==> src/rtl/fifo_defs.sv <==
// Shared definitions for the fifo serializer: state encoding and
// parameter helpers used at elaboration time.
package fifo_defs;

    typedef enum logic {
        ST_EMPTY = 1'b0,
        ST_BUSY  = 1'b1
    } state_t;

    function automatic int calc_cw(input int in_w, input int out_w);
        int ratio;
        ratio = in_w / out_w;
        return (ratio <= 2) ? 1 : $clog2(ratio);
    endfunction

    function automatic bit cfg_ok(input int in_w, input int out_w);
        return (out_w > 0) && (in_w % out_w == 0) && (in_w / out_w >= 2);
    endfunction

endpackage

==> src/rtl/fifo_serializer.sv <==
// Drains wide words from a show-ahead fifo and emits narrow beats
// over a valid/ready handshake, refilling without bubbles.
module fifo_serializer
    import fifo_defs::*;
#(
    parameter int IN_W      = 256,
    parameter int OUT_W     = 32,
    parameter bit LSB_FIRST = 1'b1
) (
    input  logic             clk,
    input  logic             rst,
    input  logic             fifo_empty,
    input  logic [IN_W-1:0]  fifo_rd_data,
    output logic             fifo_rd,
    output logic             out_valid,
    input  logic             out_ready,
    output logic [OUT_W-1:0] out_data,
    output logic             out_last,
    input  logic             flush,
    output logic             busy
);

    localparam int RATIO = IN_W / OUT_W;
    localparam int CW    = calc_cw(IN_W, OUT_W);
    localparam logic [CW-1:0] LAST_BEAT = CW'(RATIO - 1);

    generate
        if (!cfg_ok(IN_W, OUT_W)) begin : g_bad_cfg
            $error("fifo_serializer: IN_W must be a multiple of OUT_W, ratio >= 2");
        end
    endgenerate

    state_t          state;
    state_t          nxt;
    logic [CW-1:0]   bcnt;
    logic [IN_W-1:0] shreg;
    logic [IN_W-1:0] shifted;
    logic            xfer;
    logic            at_last;

    assign xfer    = (state == ST_BUSY) && out_ready;
    assign at_last = (state == ST_BUSY) && (bcnt == LAST_BEAT);

    always_ff @(posedge clk or negedge rst) begin
        if (!rst) begin
            state <= ST_EMPTY;
        end else begin
            state <= nxt;
        end
    end

    always_comb begin
        nxt = state;
        if (flush) begin
            nxt = ST_EMPTY;
        end else begin
            unique case (state)
                ST_EMPTY: if (fifo_rd) nxt = ST_BUSY;
                ST_BUSY:  if (xfer && at_last && !fifo_rd) nxt = ST_EMPTY;
            endcase
        end
    end

    // Refill happens either from idle or on the final beat's transfer.
    always_comb begin
        out_valid = (state == ST_BUSY);
        out_last  = at_last;
        fifo_rd   = 1'b0;
        if (rst && !fifo_empty && !flush) begin
            fifo_rd = (state == ST_EMPTY) || (xfer && at_last);
        end
    end

    assign busy = out_valid;

    generate
        if (LSB_FIRST) begin : g_lsb
            assign shifted  = shreg >> OUT_W;
            assign out_data = shreg[OUT_W-1:0];
        end else begin : g_msb
            assign shifted  = shreg << OUT_W;
            assign out_data = shreg[IN_W-1 -: OUT_W];
        end
    endgenerate

    always_ff @(posedge clk or negedge rst) begin
        if (!rst) begin
            shreg <= '0;
            bcnt  <= '0;
        end else if (flush) begin
            bcnt  <= '0;
        end else if (fifo_rd) begin
            shreg <= fifo_rd_data;
            bcnt  <= '0;
        end else if (xfer && !at_last) begin
            shreg <= shifted;
            bcnt  <= bcnt + CW'(1);
        end
    end

endmodule

==> config.mk <==
export PLATFORM = sky130hd
export DESIGN_NAME = fifo_serializer
export DESIGN_NICKNAME = d
export VERILOG_FILES = /design/src/rtl/fifo_defs.sv /design/src/rtl/fifo_serializer.sv
export SDC_FILE = /design/constraint.sdc
export NUM_CORES = 1
export LEC_CHECK = 0
export CAP_MARGIN = 20
export CORE_UTILIZATION = 35
export CTS_BUF_LIST = sky130_fd_sc_hd__clkbuf_16
export DETAILED_ROUTE_END_ITERATION = 8
export PLACE_DENSITY = 0.62
export RECOVER_POWER = 100
export SLEW_MARGIN = 15
export SYNTH_ARGS = -nofsm -noshare
export SYNTH_HDL_FRONTEND = slang
export SYNTH_SLANG_ARGS = --single-unit
==> constraint.sdc <==
create_clock -name clk -period 3.7 [get_ports clk]
set_input_delay 0.555 -clock clk [delete_from_list [all_inputs] [get_ports clk]]
set_output_delay 0.555 -clock clk [all_outputs]
set_load 0.02 [all_outputs]
; Word level (Yosys, flattened, before mapping)
; Cells that the tools add are included.
[classes]
n_addsub = 1
n_eq_ne = 1
muxes = 10
bitwise = 2
reduce_logical = 15
[ops]
columns = operator, n
row1 = 256-bit two-way mux, 2
row2 = 3-bit two-way mux, 3
row3 = 1-bit logical AND, 7
row4 = 1-bit zero test, 4
row5 = 1-bit two-way mux, 4
row6 = "3-bit by 1-bit adder with 3-bit output, second input constant", 1
row7 = "3-bit equality test, second input constant", 1
row8 = 3-bit nonzero test, 1
row9 = 1-bit inverter, 2
row10 = 1-bit one-hot mux with 2 select lines, 1
row11 = 2-bit AND reduction, 1
row12 = 2-bit nonzero test, 1
row13 = 1-bit logical OR, 1
[totals]
ff_bits = 260
in_bits = 261
output_inout_bits = 36
wordCells = 32

; Logic depth before layout (Yosys ltp)
[depth]
word_depth = 10
depth_mapped = 9
depth_no_buf = 7

; Least setup slack after synthesis
; OpenSTA, ideal clock, no wires.
[synth_timing]
path_kind = in2out
from = in fifo_empty
to = out fifo_rd
t_arrival_ns = 1.512
required_ns = 3.145
path_slack_ns = 1.633
stages = 5
path_buffers = 2
cell_sequence = nand2b_1 -> or3_4 -> clkinv_4 -> buf_8 -> buf_2
[synth_via]
elab_chain_cells = 4
[synth_lines]
columns = item, line_no
row1 = from (decl), fifo_serializer.sv:12  ; input logic fifo_empty,
row2 = 1-bit zero test, fifo_serializer.sv:69  ; if (rst && !fifo_empty && !flush) begin
row3 = 1-bit logical AND (2 in a row), fifo_serializer.sv:69
row4 = 1-bit two-way mux, fifo_serializer.sv:69
row5 = to (decl), fifo_serializer.sv:14  ; output logic fifo_rd,
; No other way between the ends.

; Final worst setup path
[layout_timing]
from = in rst
to = out fifo_rd
[layout_via]
elab_chain_cells = 3
[layout_lines]
columns = item, line_no
row1 = from (decl), fifo_serializer.sv:11  ; input logic rst,
row2 = 1-bit logical AND (2 in a row), fifo_serializer.sv:69
row3 = 1-bit two-way mux, fifo_serializer.sv:69
; No other way between the ends.

==> summary.md <==
| Metric | Value |
|---|---|
| Area growth, synth to finish | 28.2% |
| CTS sink count | 260 |
| Synth Instances | 1348 |
| Rows | 68 |
| Data required, critical path | 3.14 ns |
| Fin nets | 1820 |
| Fin cells | 2032 |
| RSZ-0062 raised after global routing | false |
| Final TNS setup | 0 ns |
| Max Transition Viols Final | 265 |
| Max Cap Viol | 2 |
| Final setup viols | 0 |
| Die H | 190 µm |
| Worst endpoint data arrival time | 2.92 ns |
| 1st-pass router iterations | 5 |
| Clock slew seen by the registers of the worst setup and hold paths | 0.06 ns |
| Core area | 34600 µm² |
| Tcrit/Tclk final | 93.8% |
| Clock Skew | 0.00849 ns |
| DRC Markers | 0 |
| Diode count | 0 |
| Crit-path slowest cell | dlygate4sd3_1 |
| Post-route cell area | 15800 µm² |
| Fmax | 288 MHz |
| Grt ovf | 0 |
| Least-Margin Pin Slew | 2.18 ns |
| TritonCTS clock tree | built |
| Failing checks | max-capacitance violations, max-slew violations |
| Slew headroom | -45.6% |
| P per Cell Area | 557 nW/µm² |
| Total CTS buffers | 29 |
| GRT Total Usage | 18.1% |
| Post-synthesis adder-cell area fraction | 0.203% |
| Routed vias/inst | 4.92 |
| Fin crit period | 3.47 ns |
| Synth cell types | 24 |
| H-tree levels | 1 |
| Largest net degree at the start of global routing | 227 |
| Final hold violation count | 0 |
| DP Cell Count | 1979 |
| Tightest Hold Check Type | input port to asynchronous set/reset pin |
| # IOs | 297 |
| Pleak | 7.02 nW |
| Synth Area in Compound Gates | 25.2% |
| Vias in the first global route | 9631 |
| Max incr delay on CP | 0.67 ns |
| XOR/XNOR share of the synthesized area | 0% |
| Worst setup EP type | output pin |
| Synthesis Warnings | 0 |
| Root Buffer | clkbuf_16 |
| Clk_lat worst skew | 0.55 ns |
| Peak supply drop | 0.000351 V |
| Routed wire length | 33700 µm |
| Critical path class | input port to output pin |
| Initial Utilization | 35.7% |
| Ratio of cells with drive above 1 in the final layout | 9.26% |
| Post-synthesis mux area share | 0% |
| Final HPWL DP | 21700 µm |
| Mapped cell area | 12400 µm² |
| DP Area | 15200 µm² |
| Synth Area in Simple Gates | 14.1% |
| Commonest cells after routing, fill and taps aside | a21oi_1, dfrtp_1, clkdlybuf4s50_1 |
| Antenna-violating nets left | 0 |
| Outcome | finished with violations |
| Largest family of logic cells by synthesized area | compound AO/OA/AOI/OAI gates |
| I/O Buffers | 296 |
| Vias | 10004 |
| Die area | 36100 µm² |
| DR iter-0 viols | 545 |
| Die width | 190 µm |
| Most common cell after layout, fill and taps aside | a21oi_1 |
| Crit-path cells | dlygate4sd3_1 > buf_8 > nand2b_1 > or3_4 > clkinv_8 > dlygate4sd3_1 |
| Sequential area share after synthesis | 52.7% |
| First-pass GRT wire length | 52900 µm |
| Avg Cell Area, Syn | 9.16 µm² |
| Crit Path Max Fanout | 46 |
| Post-CTS Setup Repair Bufs | 0 |
| FF+latch count, synth | 260 |
| Initial antenna violation count | 0 |
| Drt wl/cell | 16.6 µm |
| Startpoint Class | input port |
| Max Root-Sink Buffers | 3 |
| Synthesized net count | 1611 |
| Crit-path most repeated cell | dlygate4sd3_1 |
| RD Place Congestion | 0.779 |
==> repair_timing <==
| action | in CTS | in global routing |
|---|---|---|
| gates resized for setup | 0 | 0 |
| hold buffers | 1 | 0 |
| endpoints found under the hold margin | 43 | 0 |
==> cells in the mapped netlist (all sizes together) <==
cell	n	area share, %
a211oi	1	0.10
a21o	1	0.061
nor2	225	6.8
a21boi	1	0.061
buf	120	7.2
and2b	1	0.081
a22o	32	2.3
nand2	226	6.9
ha	2	0.20
clkbuf	20	0.61
nand2b	2	0.10
a32o	2	0.16
nor3	1	0.040
or3	1	0.091
a211o	1	0.071
clkinv	1	0.071
a21oi	450	22
and2	1	0.051
dfrtp	260	53
==> flip-flops by register name, indices dropped and copies added, names as in the netlist <==
signal,count
bcnt,3
busy,1
shreg,256
==> stage by stage <==
step / hold WS (ns) / power [mW] / util (%) / setup WS, ns
floorplan: 0.259 / 5.65 / - / 1.63
global placement: 0.474 / 6.40 / 43.9 / 0.730
detailed placement: 0.475 / 6.46 / 43.9 / 0.730
CTS: 0.476 / 9.06 / 46.3 / 0.227
global route: 0.496 / 9.40 / 45.7 / 0.0888
finish: 0.490 / 8.81 / 45.7 / 0.229
==> metal layers <==
metal  track usage (%)  vias up  share of wire [%]
met5                 0        -                  0
met4              4.03        0                2.0
met3              2.86       36                5.4
met2              26.1      295                 43
met1              28.1     4752                 50
li1                  -     4921                  -
==> path summary, 6_finish.rpt <==
path | from | end | slack [ns] | cells past startpoint
max in group asynchronous | rst | shreg[247] | 0.82 | 3
hold reg to reg | shreg[236] | shreg[236] | 0.50 | 1
setup reg to reg | bcnt[0] | shreg[90] | 0.65 | 7
min in group clk | shreg[236] | shreg[236] | 0.50 | 1
setup / recovery | rst | fifo_rd | 0.23 | 6
hold / removal | rst | bcnt[2] | 0.49 | 2
==> cell type report <==
type	count	area, µm²
clock buffers	29	726
clock inverters	22	97.6
fillers	3525	18800
inverters	1	16.3
multi-input cells	947	4680
flip-flops and latches	260	6510
well taps	455	569
repair buffers	318	3230
==> power by group <==
group | leakage, nW | switching [mW] | total [mW] | internal (mW)
clock | 0.443 | 1.14 | 2.54 | 1.40
sequential | 2.88 | 0.465 | 4.11 | 3.65
combinational | 3.70 | 1.15 | 2.16 | 1.01
==> logic make-up (layout without fill, tap and decap cells) <==
group | after synthesis | count (layout)
compound gates | 488 | 488
fa+ha+maj | 2 | 2
buf+inv | 141 | 370
flops | 260 | 260
simple gates | 457 | 457
==> worst max-delay path: cells and delay by family <==
| family | cells | cell delay (ns) |
|---|---|---|
| buffers and inverters | 4 | 1.64 |
| and+or+nand+nor | 2 | 0.70 |
No activity file was read; power rests on OpenSTA's default activity.
